--- config.mk ---
export PLATFORM = sky130hd
export DESIGN_NAME = bus_arbiter
export DESIGN_NICKNAME = d
export VERILOG_FILES = /design/src/rtl/bus_arbiter.sv
export SDC_FILE = /design/constraint.sdc
export NUM_CORES = 1
export LEC_CHECK = 0
export CORE_MARGIN = 2
export CORE_UTILIZATION = 38
export CTS_CLUSTER_SIZE = 24
export DETAILED_ROUTE_END_ITERATION = 10
export GPL_TIMING_DRIVEN = 0
export PLACE_DENSITY = 0.74
export SLEW_MARGIN = 25
export SYNTH_ARGS = -nofsm -noshare
export SYNTH_HDL_FRONTEND = slang
export SYNTH_SLANG_ARGS = --single-unit
--- constraint.sdc ---
create_clock -name clk -period 3 [get_ports clk]
set_input_delay 0.3 -clock clk [delete_from_list [all_inputs] [get_ports clk]]
set_output_delay 0.3 -clock clk [all_outputs]
set_load 0.005 [all_outputs]
--- src/rtl/bus_arbiter.sv ---
`timescale 1ns/1ps
`default_nettype none
// +--------------------------------------------------------------------------+
// | Module      : bus_arbiter                                                |
// | Description : Arbitrates one external bus between an instruction-fetch   |
// |               port and a data-memory port. Data requests win by default; |
// |               after four back-to-back data grants with fetch waiting,    |
// |               fetch is served once. Each bus cycle is bounded by TIMEOUT |
// |               clocks, after which it is aborted and a sticky flag set.   |
// |                                                                          |
// | Parameters  : TIMEOUT        max busy cycles awaiting bus_ack_i (1..255) |
// | Ports       : clk, rst       clock, async active-low reset               |
// |               if_*           fetch request/address, data/ack back        |
// |               mem_*          data request (we, sel, addr, wdata),        |
// |                              read data/ack back                          |
// |               stallreq_*_o   stall requests to the pipeline controller   |
// |               flush_i        discard any pending result                  |
// |               bus_*          external bus master signals                 |
// |               bus_timeout_o  sticky timeout flag                         |
// | Revision    : 1.0  initial release                                       |
// +--------------------------------------------------------------------------+
module bus_arbiter #(
    parameter int TIMEOUT = 255
) (
    input  logic        clk,
    input  logic        rst,
    input  logic        if_req_i,
    input  logic [31:0] if_addr_i,
    output logic [31:0] if_data_o,
    output logic        if_ack_o,
    input  logic        mem_req_i,
    input  logic        mem_we_i,
    input  logic [3:0]  mem_sel_i,
    input  logic [31:0] mem_addr_i,
    input  logic [31:0] mem_data_i,
    output logic [31:0] mem_data_o,
    output logic        mem_ack_o,
    output logic        stallreq_if_o,
    output logic        stallreq_mem_o,
    input  logic        flush_i,
    output logic        bus_req_o,
    output logic        bus_we_o,
    output logic [3:0]  bus_sel_o,
    output logic [31:0] bus_addr_o,
    output logic [31:0] bus_data_o,
    input  logic [31:0] bus_data_i,
    input  logic        bus_ack_i,
    output logic        bus_timeout_o
);

    localparam logic [2:0] S_IDLE     = 3'd0;
    localparam logic [2:0] S_BUSY_IF  = 3'd1;
    localparam logic [2:0] S_BUSY_MEM = 3'd2;
    localparam logic [2:0] S_DONE_IF  = 3'd3;
    localparam logic [2:0] S_DONE_MEM = 3'd4;

    // Wait counter starts at 0 on grant, so the last allowed busy cycle
    // is the one where it holds TIMEOUT-1.
    localparam logic [7:0] c_wait_last  = 8'(TIMEOUT - 1);
    localparam logic [2:0] c_streak_max = 3'd4;

    logic [2:0]  r_state;
    logic [2:0]  w_state_nxt;
    logic [2:0]  r_streak;
    logic [7:0]  r_wait_cnt;
    logic        r_flush_pend;
    logic        r_bus_we;
    logic [3:0]  r_bus_sel;
    logic [31:0] r_bus_addr;
    logic [31:0] r_bus_data;
    logic [31:0] r_if_data;
    logic [31:0] r_mem_data;
    logic        r_bus_timeout;

    logic        w_busy;
    logic        w_grant_mem;
    logic        w_grant_if;
    logic        w_timeout;
    logic        w_finish;
    logic        w_discard;
    logic [31:0] w_rdata;

    assign w_busy  = (r_state == S_BUSY_IF) || (r_state == S_BUSY_MEM);
    assign w_rdata = w_timeout ? 32'h0 : bus_data_i;

    // ------------------------------------------------------------------
    // Next-state and grant decode
    // ------------------------------------------------------------------
    always_comb begin
        w_state_nxt = r_state;
        w_grant_mem = 1'b0;
        w_grant_if  = 1'b0;
        w_timeout   = 1'b0;
        w_finish    = 1'b0;
        w_discard   = 1'b0;
        case (r_state)
            S_IDLE: begin
                if (!flush_i) begin
                    // Data wins unless fetch has waited through a full streak.
                    if (mem_req_i && !(if_req_i && (r_streak == c_streak_max))) begin
                        w_grant_mem = 1'b1;
                        w_state_nxt = S_BUSY_MEM;
                    end else if (if_req_i) begin
                        w_grant_if  = 1'b1;
                        w_state_nxt = S_BUSY_IF;
                    end
                end
            end
            S_BUSY_IF, S_BUSY_MEM: begin
                w_timeout = !bus_ack_i && (r_wait_cnt == c_wait_last);
                w_finish  = bus_ack_i || w_timeout;
                // A flush seen at any point of the bus cycle discards its result.
                w_discard = r_flush_pend || flush_i;
                if (w_finish) begin
                    if (w_discard) begin
                        w_state_nxt = S_IDLE;
                    end else if (r_state == S_BUSY_IF) begin
                        w_state_nxt = S_DONE_IF;
                    end else begin
                        w_state_nxt = S_DONE_MEM;
                    end
                end
            end
            default: begin
                w_state_nxt = S_IDLE;
            end
        endcase
    end

    always_ff @(posedge clk or negedge rst) begin
        if (!rst) begin
            r_state <= S_IDLE;
        end else begin
            r_state <= w_state_nxt;
        end
    end

    // ------------------------------------------------------------------
    // Bus request registers, counters and captured read data
    // ------------------------------------------------------------------
    always_ff @(posedge clk or negedge rst) begin
        if (!rst) begin
            r_streak      <= 3'd0;
            r_wait_cnt    <= 8'd0;
            r_flush_pend  <= 1'b0;
            r_bus_we      <= 1'b0;
            r_bus_sel     <= 4'h0;
            r_bus_addr    <= 32'h0;
            r_bus_data    <= 32'h0;
            r_if_data     <= 32'h0;
            r_mem_data    <= 32'h0;
            r_bus_timeout <= 1'b0;
        end else begin
            if (w_grant_mem) begin
                r_bus_we   <= mem_we_i;
                r_bus_sel  <= mem_sel_i;
                r_bus_addr <= mem_addr_i;
                r_bus_data <= mem_data_i;
                // Only a grant that made fetch wait extends the streak.
                r_streak   <= if_req_i ? (r_streak + 3'd1) : 3'd0;
            end else if (w_grant_if) begin
                r_bus_we   <= 1'b0;
                r_bus_sel  <= 4'hF;
                r_bus_addr <= if_addr_i;
                r_bus_data <= 32'h0;
                r_streak   <= 3'd0;
            end

            if (w_grant_mem || w_grant_if) begin
                r_wait_cnt   <= 8'd0;
                r_flush_pend <= 1'b0;
            end else if (w_busy) begin
                r_wait_cnt <= r_wait_cnt + 8'd1;
                if (flush_i) begin
                    r_flush_pend <= 1'b1;
                end
            end

            if (w_timeout) begin
                r_bus_timeout <= 1'b1;
            end

            if (w_finish && !w_discard) begin
                if (r_state == S_BUSY_IF) begin
                    r_if_data <= w_rdata;
                end else begin
                    r_mem_data <= w_rdata;
                end
            end
        end
    end

    // ------------------------------------------------------------------
    // Outputs
    // ------------------------------------------------------------------
    assign bus_req_o     = w_busy;
    assign bus_we_o      = r_bus_we;
    assign bus_sel_o     = r_bus_sel;
    assign bus_addr_o    = r_bus_addr;
    assign bus_data_o    = r_bus_data;
    assign bus_timeout_o = r_bus_timeout;
    assign if_data_o     = r_if_data;
    assign mem_data_o    = r_mem_data;

    assign if_ack_o  = (r_state == S_DONE_IF)  && !flush_i;
    assign mem_ack_o = (r_state == S_DONE_MEM) && !flush_i;

    // Stall requests are combinational from the request lines, so they are
    // gated by reset explicitly to read 0 while rst is low.
    assign stallreq_if_o  = rst && if_req_i  && (r_state != S_DONE_IF);
    assign stallreq_mem_o = rst && mem_req_i && (r_state != S_DONE_MEM);

endmodule
`default_nettype wire
==> results.md <==
| Parameter | This run | Unit |
| --- | --- | --- |
| Run status | finished clean | - |
| Worst slack after detailed placement | 0.644 | ns |
| Net switching power of the design | 2.80 | mW |
| Pin count of the biggest net entering global routing | 85 | - |
| Full die area | 17600 | um^2 |
| Required time reported for the critical path endpoint | 2.70 | ns |
| Sink count of the clock tree | 149 | - |
| Area share of the leading cell type in the synthesized netlist | 59.3 | % |
| Count of endpoints failing setup in the final report | 0 | - |
| Total of cells resized after clock tree synthesis | 0 | - |
| Slew margin rel. | 65.1 | % |
| Most frequent cells after synthesis | sky130_fd_sc_hd__dfrtp_1, sky130_fd_sc_hd__nand2_1, sky130_fd_sc_hd__o21ai_0 | - |
| R2R Path End | if_data_o[20]$_DFFE_PN0P_ | - |
| Fillcell total | 1442 | - |
| Leading cell types by total area after synthesis | sky130_fd_sc_hd__dfrtp_1, sky130_fd_sc_hd__nand2_1, sky130_fd_sc_hd__mux2i_1 | - |
| Via-per-instance ratio | 4.85 | - |
| Crit path max-delay cell type | sky130_fd_sc_hd__dlygate4sd3_1 | - |
| Number of buffer cells added on primary ports | 277 | - |
| Multi-input gate area | 2180 | um^2 |
| Switching part of the total power | 30.0 | % |
| Final critical delay including setup and external delays | 2.75 | ns |
| Total power | 9.32 | mW |
| Power share of the combinational group | 40.8 | % |
| Remaining global-route overflow | 0 | - |
| Internal power contribution | 6.52 | mW |
| Proportion of synthesized chip area in sequential cells | 59.3 | % |
| Syn-to-layout area delta | 58.3 | % |
| Number of buffers created by CTS | 17 | - |
| Number of synthesized register bits | 149 | - |
| Layout net count | 1035 | - |
| Final hold violation count | 0 | - |
| Worst-case reg-to-reg path depth | 7 | - |
| Fmax | 0.363 | GHz |
| First-pass GRT wire length | 29300 | um |
| CP Class | in2out | - |
| Global-route track usage on met1 | 26.7 | % |
| Overall routing resource usage | 21.0 | % |
| Share of final-layout standard cells stronger than drive strength 1 | 7.62 | % |
| Worst EP arrival | 2.45 | ns |
| Wirelength, routed | 18000 | um |
| Hold Path Class | in2async | - |
| Ys Warns | 0 | - |
| Routed length per instance | 16.0 | um |
| Pwr dens | 938 | nW/um^2 |
| N_diodes | 0 | - |
| Count of pins on the block boundary | 278 | - |
| Starting utilization of the core area | 38.4 | % |
| Most frequently used flop master after synthesis | sky130_fd_sc_hd__dfrtp_1 | - |
| Cell variety after synth | 44 | - |
| Number of instances in the synthesized netlist | 594 | - |
| Vias in the first global route | 5562 | - |
| Post-detailed-placement half-perimeter wirelength | 13300 | um |
| Dominant cell by count in the synthesized netlist | sky130_fd_sc_hd__dfrtp_1 | - |
| Syn Area/Cell | 10.6 | um^2 |
| Share of flip-flops with an asynchronous set or reset | 100 | % |
| Global placer's final weighted congestion | 0.807 | - |
| Max-Cap Viols | 0 | - |
| Maximum level of the CTS H-tree | 4 | - |
| Critical path's largest stage delay | 0.56 | ns |
| Met3 routing resource usage after global routing | 7.62 | % |
| Clk pwr share | 21.9 | % |
| Final worst-path cycle share | 91.8 | % |
| Sequential power share | 37.3 | % |
| Maximum clock path buffer count | 2 | - |
| Critical Path Fanout Max | 84 | - |
| Leakage power total | 4.33 | nW |
| Setup repair after global routing missed its margin | no | - |
| Pre-Repair DR Iteration Count | 4 | - |
| Final Worst Setup Slack | 0.246 | ns |
| Worst IR Drop VDD | 443 | uV |
| CTS tree | yes | - |
| R2r setup slk | 0.88 | ns |
| Chip Width | 133 | um |
| Critical register-to-register path startpoint | r_wait_cnt[0]$_DFFE_PN0P_ | - |
| Slew at the pin closest to its max-slew limit | 0.524 | ns |
| Type of element capturing the critical path | output port | - |
| Setup tns final | 0 | ns |
| Net count of the mapped netlist | 737 | - |
| Number of pins exceeding their max-slew limit in the final report | 0 | - |
| Netlist area before placement | 6280 | um^2 |
| Startpoint types | primary input | - |
| Initial detailed-routing violation count | 202 | - |
| Clock transition time at the flip-flop clock pins of the worst setup and hold paths | 0.06 | ns |
| Ordered list of cells on the worst path | dlygate4sd3_1 > buf_8 > buf_16 > and3_1 > clkdlybuf4s50_1 | - |
| DRC | 0 | - |
| Area taken by flip-flops and latches | 3730 | um^2 |
| Clock insertion delay at the later pin of the skew report | 0.42 | ns |
| CTS root buffer | sky130_fd_sc_hd__clkbuf_16 | - |
| Placement Rows | 47 | - |
| Post-synth EDFFs | 0 | - |
| Largest clock skew in the final design | 0.00901 | ns |
| Total core area | 16300 | um^2 |
| Overall via count from detail_route | 5459 | - |
| Final core occ | 60.8 | % |
| Number of antenna violations at the first check in global routing | 1 | - |
| Die H | 133 | um |
| Grt peak-use layer | met2 | - |
| Routing usage on met2 | 33.0 | % |
| Post-synthesis cell type with the largest combined area | sky130_fd_sc_hd__dfrtp_1 | - |
| Remaining number of nets flagged by the antenna check after routing | 0 | - |
worst max path at each step:
| stage | startpoint | end | cells past startpoint |
|---|---|---|---|
| 6_report | rst | stallreq_mem_o | 5 |
| 2_1_floorplan | r_wait_cnt[0]$_DFFE_PN0P_ | mem_data_o[10]$_DFFE_PN0P_ | 8 |
| 4_1_cts | rst | stallreq_mem_o | 5 |
| 3_3_place_gp | rst | bus_data_o[23]$_DFFE_PN0N_ | 1 |
| 3_5_place_dp | flush_i | if_data_o[13]$_DFFE_PN0P_ | 6 |
| 5_1_grt | rst | stallreq_mem_o | 5 |
stage by stage:
step           instance area, um^2  hold WS (ns)  cells
6_report                      9950         0.416   1125
5_1_grt                       9950         0.440   1125
4_1_cts                       9950         0.415   1125
3_5_place_dp                  9370         0.283   1092
3_3_place_gp                  9330         0.450   1091
2_1_floorplan                 6280       0.00441    594
final cells by class:
cell class                 count  area share, %
clock inverter                10          0.969
buffer                        42           2.47
clock buffer                  22           4.77
sequential                   149           37.5
timing repair buffer         279           28.3
inverter                      35           1.32
tap                          220           2.77
multi-input combinational    368           21.9
worst max-delay path, delay by kind of cell:
family	cells	cell delay, ns
buffers and inverters	4	1.86
AND/OR/NAND/NOR	1	0.22
sequential cells by signal, indices dropped and copies added (netlist names):
| register | count |
|---|---|
| mem_data_o | 32 |
| r_streak | 3 |
| r_flush_pend | 1 |
| if_data_o | 32 |
| bus_data_o | 32 |
| r_state | 3 |
| bus_timeout_o | 1 |
| r_wait_cnt | 8 |
| bus_sel_o | 4 |
| bus_addr_o | 32 |
| bus_we_o | 1 |
repair_timing:
action | 4_1_cts | 5_1_grt
setup buffers | 0 | 0
hold buffers | 1 | 0
hold endpoints to repair | 67 | 0
power groups by stage:
stage          Combinational, mW  Clock (mW)  Sequential [mW]
3_5_place_dp                3.84           0             3.49
3_3_place_gp                3.77           0             3.48
5_1_grt                     4.15        2.17             3.61
4_1_cts                     3.85        2.09             3.48
2_1_floorplan               1.34           0             3.53
6_report                    3.80        2.04             3.48
cell usage in the layout, fill, tap and decap left out, types with 4 or more instances in the layout:
cell / count
sky130_fd_sc_hd__clkdlybuf4s50_1: 276
sky130_fd_sc_hd__dfrtp_1: 149
sky130_fd_sc_hd__nand2_1: 102
sky130_fd_sc_hd__o21ai_0: 64
sky130_fd_sc_hd__nor2_1: 44
sky130_fd_sc_hd__inv_1: 35
sky130_fd_sc_hd__a22o_1: 34
sky130_fd_sc_hd__mux2i_1: 32
sky130_fd_sc_hd__a31oi_1: 32
sky130_fd_sc_hd__buf_2: 20
sky130_fd_sc_hd__clkbuf_1: 17
sky130_fd_sc_hd__clkbuf_16: 17
sky130_fd_sc_hd__o21ai_1: 7
sky130_fd_sc_hd__xnor2_1: 6
sky130_fd_sc_hd__nand3_1: 5
sky130_fd_sc_hd__o22a_1: 4
sky130_fd_sc_hd__ha_1: 4
sky130_fd_sc_hd__clkinvlp_4: 4
kinds of logic (layout without fill, tap and decap cells):
logic type | count (synthesis) | after routing | share of synthesized area [%]
adder cells (fa/ha/maj) | 4 | 4 | 0.796
flip-flops | 149 | 149 | 59.3
AO/OA/AOI/OAI | 146 | 146 | 15.0
buffers and inverters | 77 | 388 | 5.99
XOR/XNOR | 7 | 7 | 1.10
multiplexers | 34 | 34 | 5.45
AND/OR/NAND/NOR | 177 | 177 | 12.4
per-layer routing:
layer,part of all wire (%),vias to the layer above
met5,0.050,-
met4,2.5,2
met3,8.5,31
met2,47,213
met1,42,2592
li1,-,2621
(Power assumes the default switching activity.)
